## config.mk

```make
export PLATFORM = sky130hd
export DESIGN_NAME = lfsr_prng_8
export DESIGN_NICKNAME = d
export VERILOG_FILES = /design/src/rtl/lfsr_prng_8_pkg.sv /design/src/rtl/lfsr_prng_8_key_conditioner.sv /design/src/rtl/lfsr_prng_8.sv
export SDC_FILE = /design/constraint.sdc
export NUM_CORES = 1
export LEC_CHECK = 0
export ABC_AREA = 1
export CAP_MARGIN = 20
export CORE_UTILIZATION = 53
export DETAILED_ROUTE_END_ITERATION = 10
export GPL_ROUTABILITY_DRIVEN = 0
export MAX_ROUTING_LAYER = met4
export PLACE_DENSITY = 0.86
export SKIP_CTS_REPAIR_TIMING = 1
export SLEW_MARGIN = 20
export SYNTH_ARGS = -nofsm -noshare
export SYNTH_HDL_FRONTEND = slang
export SYNTH_SLANG_ARGS = --single-unit
```

## constraint.sdc

```tcl
create_clock -name Clock -period 3.8 [get_ports Clock]
set_clock_uncertainty 0.15 [all_clocks]
set_input_delay 0.76 -clock Clock [delete_from_list [all_inputs] [get_ports Clock]]
set_output_delay 0.76 -clock Clock [all_outputs]
set_load 0.01 [all_outputs]
```

## src/rtl/lfsr_prng_8_pkg.sv

```systemverilog
// Shared types, defaults and the step function for the 8-bit LFSR pseudo-random source.
package lfsr_pkg;

  localparam int unsigned LFSR_W = 8;

  typedef logic [LFSR_W-1:0] lfsr_t;

  localparam lfsr_t       TAPS_DEFAULT            = 8'hB8;  // x^8+x^6+x^5+x^4+1
  localparam lfsr_t       DEFAULT_SEED_DEFAULT    = 8'h01;
  localparam int unsigned AUTO_DIV_DEFAULT        = 12_500_000;
  localparam int unsigned DEBOUNCE_CYCLES_DEFAULT = 500_000;

  typedef enum logic {
    MANUAL = 1'b0,
    AUTO   = 1'b1
  } mode_t;

  // Fibonacci step: shift left, feedback is the parity of the tapped bits.
  function automatic lfsr_t lfsr_next(input lfsr_t state, input lfsr_t taps);
    return {state[LFSR_W-2:0], ^(state & taps)};
  endfunction

endpackage

```

## src/rtl/lfsr_prng_8_key_conditioner.sv

```systemverilog
// Push-button conditioner: 2-FF synchroniser, optional debounce and press (falling-edge) pulse.
// Debounce counter is present only when STEP_DEBOUNCE_EN is defined.
module key_conditioner
  import lfsr_pkg::*;
#(
  parameter int unsigned DEBOUNCE_CYCLES = DEBOUNCE_CYCLES_DEFAULT
) (
  input  logic clk_i,
  input  logic rst_ni,
  input  logic key_i,
  output logic press_o
);

  logic [1:0] sync_q;
  logic       prev_q;
  logic       level;

  always_ff @(posedge clk_i or negedge rst_ni) begin
    if (!rst_ni) begin
      sync_q <= '1;
    end else begin
      sync_q <= {sync_q[0], key_i};
    end
  end

`ifdef STEP_DEBOUNCE_EN
  localparam int unsigned CNT_W = (DEBOUNCE_CYCLES > 1) ? $clog2(DEBOUNCE_CYCLES) : 1;

  logic [CNT_W-1:0] cnt_q, cnt_d;
  logic             level_q, level_d;

  // The counter only runs while the synchronised input disagrees with the
  // accepted level, so any bounce back restarts the qualification window.
  always_comb begin
    cnt_d   = cnt_q;
    level_d = level_q;
    if (sync_q[1] == level_q) begin
      cnt_d = '0;
    end else if (cnt_q == CNT_W'(DEBOUNCE_CYCLES - 1)) begin
      level_d = sync_q[1];
      cnt_d   = '0;
    end else begin
      cnt_d = cnt_q + CNT_W'(1);
    end
  end

  always_ff @(posedge clk_i or negedge rst_ni) begin
    if (!rst_ni) begin
      cnt_q   <= '0;
      level_q <= 1'b1;
    end else begin
      cnt_q   <= cnt_d;
      level_q <= level_d;
    end
  end

  assign level = level_q;
`else
  logic unused_debounce;
  assign unused_debounce = (DEBOUNCE_CYCLES == 0);
  assign level           = sync_q[1];
`endif

  always_ff @(posedge clk_i or negedge rst_ni) begin
    if (!rst_ni) begin
      prev_q <= 1'b1;
    end else begin
      prev_q <= level;
    end
  end

  assign press_o = prev_q & ~level;

endmodule

```

## src/rtl/lfsr_prng_8.sv

```systemverilog
// 8-bit Fibonacci LFSR stepped by key press or auto-run divider, seed loadable from switches.
// Build with STEP_DEBOUNCE_EN to debounce StepKey.
module lfsr_prng_8
  import lfsr_pkg::*;
#(
  parameter lfsr_t       TAPS            = TAPS_DEFAULT,
  parameter lfsr_t       DEFAULT_SEED    = DEFAULT_SEED_DEFAULT,
  parameter int unsigned AUTO_DIV        = AUTO_DIV_DEFAULT,
  parameter int unsigned DEBOUNCE_CYCLES = DEBOUNCE_CYCLES_DEFAULT
) (
  input  logic              Clock,
  input  logic              Reset_n,
  input  logic [LFSR_W-1:0] SeedIn,
  input  logic              LoadSeed,
  input  logic              StepKey,
  input  logic              AutoRun,
  output logic [LFSR_W-1:0] RandomOut,
  output logic              Valid,
  output logic [15:0]       StepCount
);

  localparam int unsigned      DIV_W    = (AUTO_DIV > 1) ? $clog2(AUTO_DIV) : 1;
  localparam logic [DIV_W-1:0] DIV_LAST = DIV_W'(AUTO_DIV - 1);

  logic [1:0]       rst_sync_q;
  logic             rst_n;
  logic [1:0]       load_sync_q;
  logic [1:0]       auto_sync_q;
  logic             load_prev_q;
  logic             load_evt;
  logic             key_press;
  logic             tick;
  lfsr_t            seed_sel;
  lfsr_t            state_q, state_d;
  logic             valid_q, valid_d;
  logic [15:0]      count_q, count_d;
  logic [DIV_W-1:0] div_q, div_d;
  mode_t            mode_q, mode_d;

  // Reset asserts immediately but is released in step with Clock.
  always_ff @(posedge Clock or negedge Reset_n) begin
    if (!Reset_n) begin
      rst_sync_q <= '0;
    end else begin
      rst_sync_q <= {rst_sync_q[0], 1'b1};
    end
  end

  assign rst_n = rst_sync_q[1];

  always_ff @(posedge Clock or negedge rst_n) begin
    if (!rst_n) begin
      load_sync_q <= '0;
      auto_sync_q <= '0;
      load_prev_q <= 1'b0;
    end else begin
      load_sync_q <= {load_sync_q[0], LoadSeed};
      auto_sync_q <= {auto_sync_q[0], AutoRun};
      load_prev_q <= load_sync_q[1];
    end
  end

  assign load_evt = load_sync_q[1] & ~load_prev_q;

  key_conditioner #(
    .DEBOUNCE_CYCLES(DEBOUNCE_CYCLES)
  ) u_key (
    .clk_i  (Clock),
    .rst_ni (rst_n),
    .key_i  (StepKey),
    .press_o(key_press)
  );

  assign seed_sel = (SeedIn == '0) ? DEFAULT_SEED : SeedIn;

  always_comb begin
    mode_d  = mode_q;
    div_d   = div_q;
    tick    = 1'b0;
    state_d = state_q;
    count_d = count_q;
    valid_d = 1'b0;

    case (mode_q)
      MANUAL: begin
        if (auto_sync_q[1]) mode_d = AUTO;
      end
      AUTO: begin
        if (!auto_sync_q[1]) begin
          mode_d = MANUAL;
          div_d  = '0;
        end else if (div_q == DIV_LAST) begin
          div_d = '0;
          tick  = 1'b1;
        end else begin
          div_d = div_q + DIV_W'(1);
        end
      end
      default: mode_d = MANUAL;
    endcase

    // A load overrides any step; a key press coinciding with a tick is one step.
    if (load_evt) begin
      state_d = seed_sel;
      count_d = '0;
      div_d   = '0;
      valid_d = 1'b1;
    end else if (key_press || tick) begin
      state_d = lfsr_next(state_q, TAPS);
      count_d = count_q + 16'd1;
      valid_d = 1'b1;
    end
  end

  always_ff @(posedge Clock or negedge rst_n) begin
    if (!rst_n) begin
      mode_q  <= MANUAL;
      div_q   <= '0;
      state_q <= DEFAULT_SEED;
      count_q <= '0;
      valid_q <= 1'b0;
    end else begin
      mode_q  <= mode_d;
      div_q   <= div_d;
      state_q <= state_d;
      count_q <= count_d;
      valid_q <= valid_d;
    end
  end

  assign RandomOut = state_q;
  assign Valid     = valid_q;
  assign StepCount = count_q;

endmodule

```

Word-level counts from Yosys, hierarchy flattened
Cells that the tools add are included.
{"block": "op_classes", "addsub": 2, "multipliers": 0, "div_mod_pow": 0, "order_cmp": 0, "n_eq_ne": 1, "shifts": 0, "n_mux": 15, "bitwise_logic": 4, "n_reduce_logical": 5}
{"op": "$mux 24", "count": 4}
{"op": "$mux 16", "count": 2}
{"op": "$add 24x1->24 const B", "count": 1}
{"op": "$eq 24x24->1 const B", "count": 1}
{"op": "$mux 8", "count": 3}
{"op": "$add 16x1->16 const B", "count": 1}
{"op": "$logic_not 8->1", "count": 1}
{"op": "$reduce_xor 8->1", "count": 1}
{"op": "$mux 1", "count": 6}
{"op": "$reduce_bool 2->1", "count": 2}
{"op": "$and 1x1->1", "count": 2}
{"op": "$not 1->1", "count": 2}
{"op": "$logic_or 1x1->1", "count": 1}
{"block": "totals", "regBits": 60, "latch_bits": 0, "ram_bits": 0, "rom_bits": 0, "input_bits": 13, "output_inout_bits": 25, "elab_cells": 38, "memories": 0}

Depth between registers and ports, before layout
Gate-level depths: netlist of run 1.
{"block": "depth", "word_depth": 7, "mapped_depth": 12, "ltp_nobuf": 10}

Hierarchy
Synthesis of run 1 repeated with hierarchy kept, for this count alone.
{"block": "unflattened", "cells_unflattened": 471, "area_unflattened_um2": 3494.6}
{"mod": "lfsr_prng_8", "n_inst": 1, "cells_per_inst": 466, "area_each_um2": 3405.8, "seq_area_each_um2": 1427.6}
{"mod": "key_conditioner", "n_inst": 1, "cells_per_inst": 5, "area_each_um2": 88.8, "seq_area_each_um2": 78.8}

Least setup slack after synthesis of run 1
No wires, ideal clock.
{"block": "synth_timing", "path_type": "reg-to-reg", "from": "register div_q[1]", "to": "register state_q[1] (netlist: RandomOut[1])", "setup_time_ns": 0.117, "arrival_time_ns": 1.427, "t_required_ns": 3.533, "setup_slack_ns": 2.106, "path_stages_with_launch": 12, "path_buffers": 2, "period_less_slack_ns": 1.694, "path_cell_list": "dfrtp_1 -> ha_1 -> nand2_1 -> inv_1 -> nand2_1 -> nor2_1 -> nand3_1 -> or2_1 -> buf_6 -> buf_2 -> nand3_1 -> nand2_1"}
{"block": "synth_between", "elab_chain_len": 6}
{"item": "start: declaration", "line_no": "lfsr_prng_8.sv:37", "text": "logic [DIV_W-1:0] div_q, div_d;"}
{"item": "start signal: assignment", "line_no": "lfsr_prng_8.sv:124", "text": "div_q <= div_d;"}
{"item": "$eq 24x24->1", "line_no": "lfsr_prng_8.sv:92", "text": "end else if (div_q == DIV_LAST) begin"}
{"item": "$mux 1", "line_no": "lfsr_prng_8.sv:92"}
{"item": "$mux 1", "line_no": "lfsr_prng_8.sv:89", "text": "if (!auto_sync_q[1]) begin"}
{"item": "$mux 1", "line_no": "lfsr_prng_8.sv:84", "text": "case (mode_q)"}
{"item": "$logic_or 1x1->1", "line_no": "lfsr_prng_8.sv:108", "text": "end else if (key_press || tick) begin"}
{"item": "$reduce_bool 2->1 (no source line)"}
{"item": "end signal: assignment", "line_no": "lfsr_prng_8.sv:125", "text": "state_q <= state_d;"}
{"item": "end: declaration", "line_no": "lfsr_prng_8.sv:34", "text": "lfsr_t state_q, state_d;"}
No other way between the ends.
A chain may end at the register's enable or synchronous reset.

Worst setup path after layout of run 1
{"block": "layout_timing", "from": "register div_q[1]", "to": "register count_q[15] (netlist: StepCount[15])"}
{"block": "layout_between", "elab_chain_len": 6}
{"item": "$eq 24x24->1", "line_no": "lfsr_prng_8.sv:92"}
{"item": "$mux 1", "line_no": "lfsr_prng_8.sv:92"}
{"item": "$mux 1", "line_no": "lfsr_prng_8.sv:89"}
{"item": "$mux 1", "line_no": "lfsr_prng_8.sv:84"}
{"item": "$logic_or 1x1->1", "line_no": "lfsr_prng_8.sv:108"}
{"item": "$reduce_bool 2->1 (no source line)"}
{"item": "end signal: assignment", "line_no": "lfsr_prng_8.sv:126", "text": "count_q <= count_d;"}
{"item": "end: declaration", "line_no": "lfsr_prng_8.sv:36", "text": "logic [15:0] count_q, count_d;"}
No other way between the ends.

==> insert_results.sql, run 1 <==
INSERT INTO impl_metrics (metric_group, metric, value, unit) VALUES
('status', 'status', 'finished, final reports clean', ''),
('worst_setup_path', 'critical_path.max_stage_delay', '0.74', 'ns'),
('synth', 'netlist_area_before_placement', '3312', 'um2'),
('flow_run', 'cap_viol_max_count', '0', ''),
('worst_setup_path', 'reg2regPathDepth', '10', ''),
('place', 'dp_hpwl', '5125', 'um'),
('global_routing', 'first_global_vias', '2778', ''),
('worst_setup_path', 'critical_path_class', 'reg -> reg', ''),
('worst_setup_path', 'crit_path_end_kind', 'register', ''),
('sta', 'period_share', '62.86', '%'),
('synth', 'synth-warning-count', '0', ''),
('worst_setup_path', 'critPathSlowestCell', 'sky130_fd_sc_hd__or2_1', ''),
('global_routing', 'number_of_antenna_violations_at_the_first_check_in_global_routing', '0', ''),
('final_layout', 'post_route_cells_drive_above_1_share', '5.731', '%'),
('clock_tree', 'tritoncts_clock_tree', 'done', ''),
('sta', 'finalSetupViolations', '0', ''),
('global_routing', 'grt_pass1_wl', '12250', 'um'),
('pwr', 'leakage', '0.001886', 'uW'),
('sta', 'report.final.slew_viol_count', '0', ''),
('final_layout', 'post-route-util', '66.06', '%'),
('synth', 'synth-edff-count', '0', ''),
('detailed_routing', 'route.detailed.vias_per_inst', '5.207', ''),
('synth', 'ys.flop_type', 'sky130_fd_sc_hd__dfrtp_1', ''),
('synth', 'yosys.area.top_type', 'sky130_fd_sc_hd__dfrtp_1', ''),
('die', 'floorplan.io_pins', '38', ''),
('synth', 'syn-mean-instance-area', '7.153', 'um2'),
('worst_setup_path', 'timing.critical_path.depth', '10', ''),
('clock_tree', 'cts_inserted_buffers', '9', ''),
('synth', 'synth_top_area_share', '42.31', '%'),
('die', 'std_cell_rows', '28', ''),
('synth', 'synthArstFlopShare', '100.0', '%'),
('worst_setup_path', 'timing.critical_path.mode_cell', 'sky130_fd_sc_hd__nand2_1', ''),
('worst_setup_path', 'r2r-end', 'StepCount[15]', ''),
('worst_setup_path', 'crit_family', 'simple AND/OR/NAND/NOR gates', ''),
('detailed_routing', 'drc', '0', ''),
('worst_setup_path', 'critical_path.max_fanout', '25', ''),
('sta', 'hold_viol_final', '0', ''),
('place', 'count_of_input_and_output_buffers', '37', ''),
('clock_tree', 'insertion_delay', '0.34', 'ns'),
('worst_setup_path', 'reg2reg_from', 'div_q[1]', ''),
('final_layout', 'design.final.nets', '516', ''),
('die', 'die_ar', '6569', 'um2'),
('sta', 'final_period_minus_worst_setup_slack', '2.389', 'ns'),
('detailed_routing', 'detail_route.iter0.violations', '153', ''),
('final_layout', 'final_area', '3958', 'um2'),
('synth', 'ys_seq_elements', '60', ''),
('worst_setup_path', 'rrSetupSlack', '1.41', 'ns'),
('worst_setup_path', 'setup.worst_path.start_class', 'register', ''),
('die', 'initial_utilization', '55.28', '%'),
('synth', 'post_synth_num_cell_types', '28', ''),
('pwr', 'post-layout-total-power', '1693', 'uW'),
('detailed_routing', 'wl_per_cell', '12.39', 'um'),
('detailed_routing', 'route.final.wire_length', '7199', 'um'),
('final_layout', 'diodes', '0', ''),
('final_layout', 'syn2layout_area_growth', '19.49', '%'),
('clock_tree', 'clock_tree.root_cell', 'sky130_fd_sc_hd__clkbuf_8', ''),
('die', 'core_area', '5991', 'um2'),
('clock_tree', 'cts.sinks', '60', ''),
('place', 'placed_cell_area', '3716', 'um2'),
('sta', 'max_slew_margin', '36.47', '%'),
('global_routing', 'grt_remaining_overflow', '0', ''),
('synth', 'sequential_to_total_area_share_from_yosys_stat', '45.49', '%'),
('worst_setup_path', 'arrival_time_reported_for_the_critical_path_endpoint', '2.48', 'ns'),
('detailed_routing', 'routed-via-count', '3025', ''),
('detailed_routing', 'drtPass1Iterations', '5', ''),
('global_routing', 'grt_start_max_net_pins', '35', ''),
('sta', 'max_clock_freq', '418.6', 'MHz'),
('clock_tree', 'htreeDepth', '3', ''),
('pwr', 'power_density', '427.8', 'nW/um2'),
('global_routing', 'grt_usage', '25.38', '%'),
('sta', 'fin_setup_tns', '0', 'ns');
==> how the worst max path moves through the flow <==
stage / startpoint / end
2_1_floorplan: rst_sync_q[1] / RandomOut[1]
3_3_place_gp: div_q[0] / RandomOut[2]
3_5_place_dp: div_q[1] / StepCount[15]
4_1_cts: div_q[1] / StepCount[15]
5_1_grt: div_q[1] / RandomOut[7]
6_report: div_q[1] / StepCount[15]
==> stage by stage <==
step	std cells	setup slack (ns)	hold slack, ns
4_1_cts	581	1.433	0.1367
3_5_place_dp	565	1.439	0.1328
5_1_grt	581	1.171	0.1759
6_report	581	1.411	0.1190
2_1_floorplan	463	1.863	0.1812
3_3_place_gp	565	1.515	0.1121
==> report_power, final <==
group | internal, uW | switching (uW)
registers | 687 | 54.4
logic | 126 | 126
clock network | 451 | 249
total | 1260 | 429
==> synth_stat cells, drive strengths merged (6+ instances only) <==
master  instances
o21ai           9
a21oi           6
dfrtp          56
nand4          10
buf             9
nand2         145
xor2            8
xnor2           8
nand3          45
nor3           15
inv            57
nor2           78
==> metal layers <==
layer / global-route usage (%) / vias up / wire length, um
met5: - / - / 0
met4: 7.679 / 0 / 76
met3: 6.742 / 11 / 415
met2: 40.17 / 101 / 3485
met1: 31.81 / 1399 / 3222
li1: - / 1514 / -
==> cell usage in the layout (no fill, tap or decap), drive strengths merged <==
cell type	instances
xor2	8
clkbuf	11
clkdlybuf4s50	37
o21ai	9
o21bai	2
a211oi	1
inv	57
a21oi	6
nor3b	1
nand4	10
buf	1
nand2	145
ha	2
xnor2	8
conb	1
dfrtp	56
or2	1
and2	1
clkinv	4
dfstp	4
nand3	45
bufinv	3
nor3	15
nor2	78
==> logic make-up (layout without fill, tap and decap cells) <==
| family | count (synthesis) | in the layout | synth area share, % |
|---|---|---|---|
| flip-flops | 60 | 60 | 45.49 |
| XOR/XNOR | 16 | 16 | 4.231 |
| adder cells (fa/ha/maj) | 2 | 2 | 0.7555 |
| buffers and inverters | 70 | 113 | 8.765 |
| AND/OR/NAND/NOR | 296 | 296 | 37.70 |
| AO/OA/AOI/OAI | 18 | 18 | 2.947 |
| other | 1 | 1 | 0.1132 |
==> state kept, by name (all words and copies together), names as in the netlist <==
| signal | flops |
|---|---|
| RandomOut | 8 |
| StepCount | 16 |
| Valid | 1 |
| auto_sync_q | 2 |
| div_q | 24 |
| load_prev_q | 1 |
| load_sync_q | 2 |
| mode_q | 1 |
| rst_sync_q | 2 |
| u_key.prev_q | 1 |
| u_key.sync_q | 2 |
==> cell type report <==
| type | count | area, um2 |
|---|---|---|
| Tap cell | 75 | 93.84 |
| Multi-Input combinational cell | 333 | 1515 |
| Clock buffer | 11 | 141.4 |
| Clock inverter | 5 | 100.1 |
| Inverter | 59 | 221.5 |
| Timing Repair Buffer | 38 | 377.9 |
| Sequential cell | 60 | 1508 |
| Fill cell | 476 | 2033 |
No activity file was read; power rests on OpenSTA's default activity.
==> run 2: changes to the inputs <==
--- a/config.mk
+++ b/config.mk
@@ -7,7 +7,7 @@
 export LEC_CHECK = 0
 export ABC_AREA = 1
 export CAP_MARGIN = 20
-export CORE_UTILIZATION = 53
+export CORE_UTILIZATION = 51
 export DETAILED_ROUTE_END_ITERATION = 10
 export GPL_ROUTABILITY_DRIVEN = 0
 export MAX_ROUTING_LAYER = met4
==> constraint.sdc (replaced) <==
create_clock -name Clock -period 2.15 [get_ports Clock]
set_clock_uncertainty 0.15 [all_clocks]
set_input_delay 0.43 -clock Clock [delete_from_list [all_inputs] [get_ports Clock]]
set_output_delay 0.43 -clock Clock [all_outputs]
set_load 0.01 [all_outputs]
==> run 2 against run 1 <==
  * Sequential power up 77%
  * Sequential share of layout area about the same
  * Final cell count up 1.4%
  * Critical path type is now reg -> out
  * Highest routed layer unchanged
==> insert_results.sql, run 2 (synthesis results as in run 1) <==
INSERT INTO impl_metrics (metric_group, metric, value, unit) VALUES
('status', 'status', 'finished, final reports clean', ''),
('final_layout', 'final.fill_count', '530', ''),
('detailed_routing', 'route.final.wire_length', '7670', 'um'),
('worst_setup_path', 'critical_path_class', 'reg -> out', ''),
('clock_tree', 'htreeDepth', '3', ''),
('sta', 'max_clock_freq', '496.7', 'MHz'),
('die', 'std_cell_rows', '28', ''),
('detailed_routing', 'route.detailed.vias_per_inst', '5.207', ''),
('sta', 'final_period_minus_worst_setup_slack', '2.013', 'ns'),
('worst_setup_path', 'crit_path_end_kind', 'output port', ''),
('final_layout', 'diodes', '0', ''),
('place', 'place_worst_setup_slack', '0.2904', 'ns'),
('die', 'die-height', '82.59', 'um'),
('place', 'dp_hpwl', '5409', 'um'),
('clock_tree', 'cts.sinks', '60', ''),
('pwr', 'power_report.internal_total', '1926', 'uW'),
('pwr', 'power.switching_fraction', '28.20', '%'),
('final_layout', 'max_ffs_per_register', '24', ''),
('final_layout', 'largest-register', 'div_q', ''),
('worst_setup_path', 'setup.worst_path.start_class', 'register', ''),
('worst_setup_path', 'cp.required', '1.57', 'ns'),
('sta', 'postLayoutSetupSlackWorst', '0.1365', 'ns'),
('worst_hold_path', 'min-delay-path-class', 'reg -> async', ''),
('worst_setup_path', 'critPathSlowestCell', 'sky130_fd_sc_hd__dfstp_2', ''),
('global_routing', 'first_global_vias', '2887', ''),
('detailed_routing', 'antenna_left', '0', ''),
('pwr', 'vdd_drop_max', '0.7529', 'mV'),
('final_layout', 'syn2layout_area_growth', '19.61', '%'),
('final_layout', 'post_route_cells_drive_above_1_share', '6.809', '%'),
('final_layout', 'design.final.nets', '524', ''),
('detailed_routing', 'detail_route.wirelength.met1', '3411', 'um'),
('pwr', 'power.share.clock', '33.8', '%'),
('pwr', 'power_density', '677.1', 'nW/um2'),
('worst_setup_path', 'arrival_time_reported_for_the_critical_path_endpoint', '1.43', 'ns'),
('die', 'die_width', '82.59', 'um'),
('worst_setup_path', 'critical_path.max_stage_delay', '0.55', 'ns'),
('die', 'core_area', '6096', 'um2'),
('worst_setup_path', 'reg2regPathDepth', '10', ''),
('die', 'floorplan.io_pins', '38', ''),
('worst_setup_path', 'crit_family', 'flip-flops', ''),
('die', 'die_ar', '6820', 'um2'),
('clock_tree', 'insertion_delay', '0.35', 'ns'),
('sta', 'grt_setup_unrepaired', 'no', ''),
('worst_setup_path', 'critical_path.cell_chain', 'clkdlybuf4s50_1', ''),
('die', 'initial_utilization', '54.33', '%'),
('sta', 'fin_setup_tns', '0', 'ns'),
('clock_tree', 'clock_pin_slew_on_the_worst_setup_and_hold_paths', '0.06', 'ns'),
('detailed_routing', 'met3WireLength', '435', 'um'),
('detailed_routing', 'routed-via-count', '3067', ''),
('detailed_routing', 'detailroute.wirelength.met2', '3609', 'um'),
('global_routing', 'number_of_antenna_violations_at_the_first_check_in_global_routing', '0', ''),
('pwr', 'leakage', '0.001895', 'uW'),
('sta', 'report.final.slew_viol_count', '0', ''),
('clock_tree', 'max-clock-path-buffers', '2', ''),
('final_layout', 'mostFrequentLayoutCell', 'sky130_fd_sc_hd__nand2_1', ''),
('clock_tree', 'tritoncts_clock_tree', 'done', ''),
('global_routing', 'grt_start_max_net_pins', '46', ''),
('clock_tree', 'clock_tree.root_cell', 'sky130_fd_sc_hd__clkbuf_8', ''),
('pwr', 'netSwitchingPower', '756.4', 'uW'),
('sta', 'hold_viol_final', '0', ''),
('global_routing', 'grt_usage', '25.53', '%'),
('global_routing', 'grt_pass1_wl', '12600', 'um'),
('pwr', 'power.share.combinational', '17.5', '%'),
('clock_tree', 'cts_inserted_buffers', '9', ''),
('detailed_routing', 'detail_route.iter0.violations', '173', ''),
('final_layout', 'post-route-util', '64.98', '%'),
('final_layout', 'layout_common_cells', 'sky130_fd_sc_hd__nand2_1, sky130_fd_sc_hd__nor2_1, sky130_fd_sc_hd__dfrtp_1, sky130_fd_sc_hd__inv_1, sky130_fd_sc_hd__nand3_1', ''),
('detailed_routing', 'topRoutingLayerUsed', 'met4', ''),
('sta', 'period_share', '93.65', '%'),
('worst_setup_path', 'timing.critical_path.depth', '1', ''),
('detailed_routing', 'drtPass1Iterations', '5', ''),
('worst_setup_path', 'critical_path.max_fanout', '3', ''),
('detailed_routing', 'wl_per_cell', '13.02', 'um'),
('global_routing', 'grt_remaining_overflow', '0', ''),
('flow_run', 'cap_viol_max_count', '0', ''),
('sta', 'finalSetupViolations', '0', ''),
('detailed_routing', 'drc', '0', ''),
('place', 'count_of_input_and_output_buffers', '37', ''),
('worst_setup_path', 'critical_path_buf_inv_count', '1', ''),
('pwr', 'seq_power_share', '48.7', '%');
-- run 2: cell count changes in the layout (fill, tap and decap cells not counted) --
cell / delta
sky130_fd_sc_hd__bufinv_16: -3
sky130_fd_sc_hd__clkbuf_8: +1
sky130_fd_sc_hd__buf_4: +7
sky130_fd_sc_hd__buf_12: +1
sky130_fd_sc_hd__clkbuf_1: +2
-- run 2: stage by stage --
step	area (um2)	hold WS (ns)	instances	power, uW
finish	3961	0.007112	589	2682
global route	3961	0.03448	589	2806
CTS	3961	0.02060	589	2698
detailed placement	3789	0.01986	573	1793
global placement	3789	0.007005	573	1774
floorplan	3312	-0.01559	463	1568
-- run 2: final timing paths --
kind,slack (ns),endpoint,from
worst max-delay path,0.14,RandomOut[0],RandomOut[0]
worst min register to register,0.007,auto_sync_q[0],rst_sync_q[1]
max in group asynchronous,1.25,RandomOut[0],rst_sync_q[1]
worst min-delay path,0.007,auto_sync_q[0],rst_sync_q[1]
min in group Clock,0.20,load_sync_q[1],load_sync_q[0]
worst max register to register,0.27,StepCount[13],div_q[1]
-- run 2: per-layer routing --
| metal | up-vias | track usage [%] |
|---|---|---|
| li1 | 1526 | - |
| met1 | 1405 | 32.75 |
| met2 | 114 | 38.18 |
| met3 | 22 | 4.725 |
| met4 | 0 | 13.97 |
| met5 | - | - |
-- run 2: final cells by class --
class | count | area (um2) | area share, %
Inverter | 59 | 221.5 | 5.591
Sequential cell | 60 | 1508 | 38.06
Timing Repair Buffer | 46 | 450.4 | 11.37
Multi-Input combinational cell | 333 | 1515 | 38.25
Tap cell | 75 | 93.84 | 2.369
Clock buffer | 14 | 162.7 | 4.106
Clock inverter | 2 | 10.01 | 0.2527
-- run 2: power groups by stage --
stage	Combinational [uW]	Clock [uW]	Sequential [uW]
4_1_cts	472	922	1300
3_3_place_gp	452	0	1320
6_report	469	907	1310
5_1_grt	526	959	1320
2_1_floorplan	222	0	1350
3_5_place_dp	468	0	1320
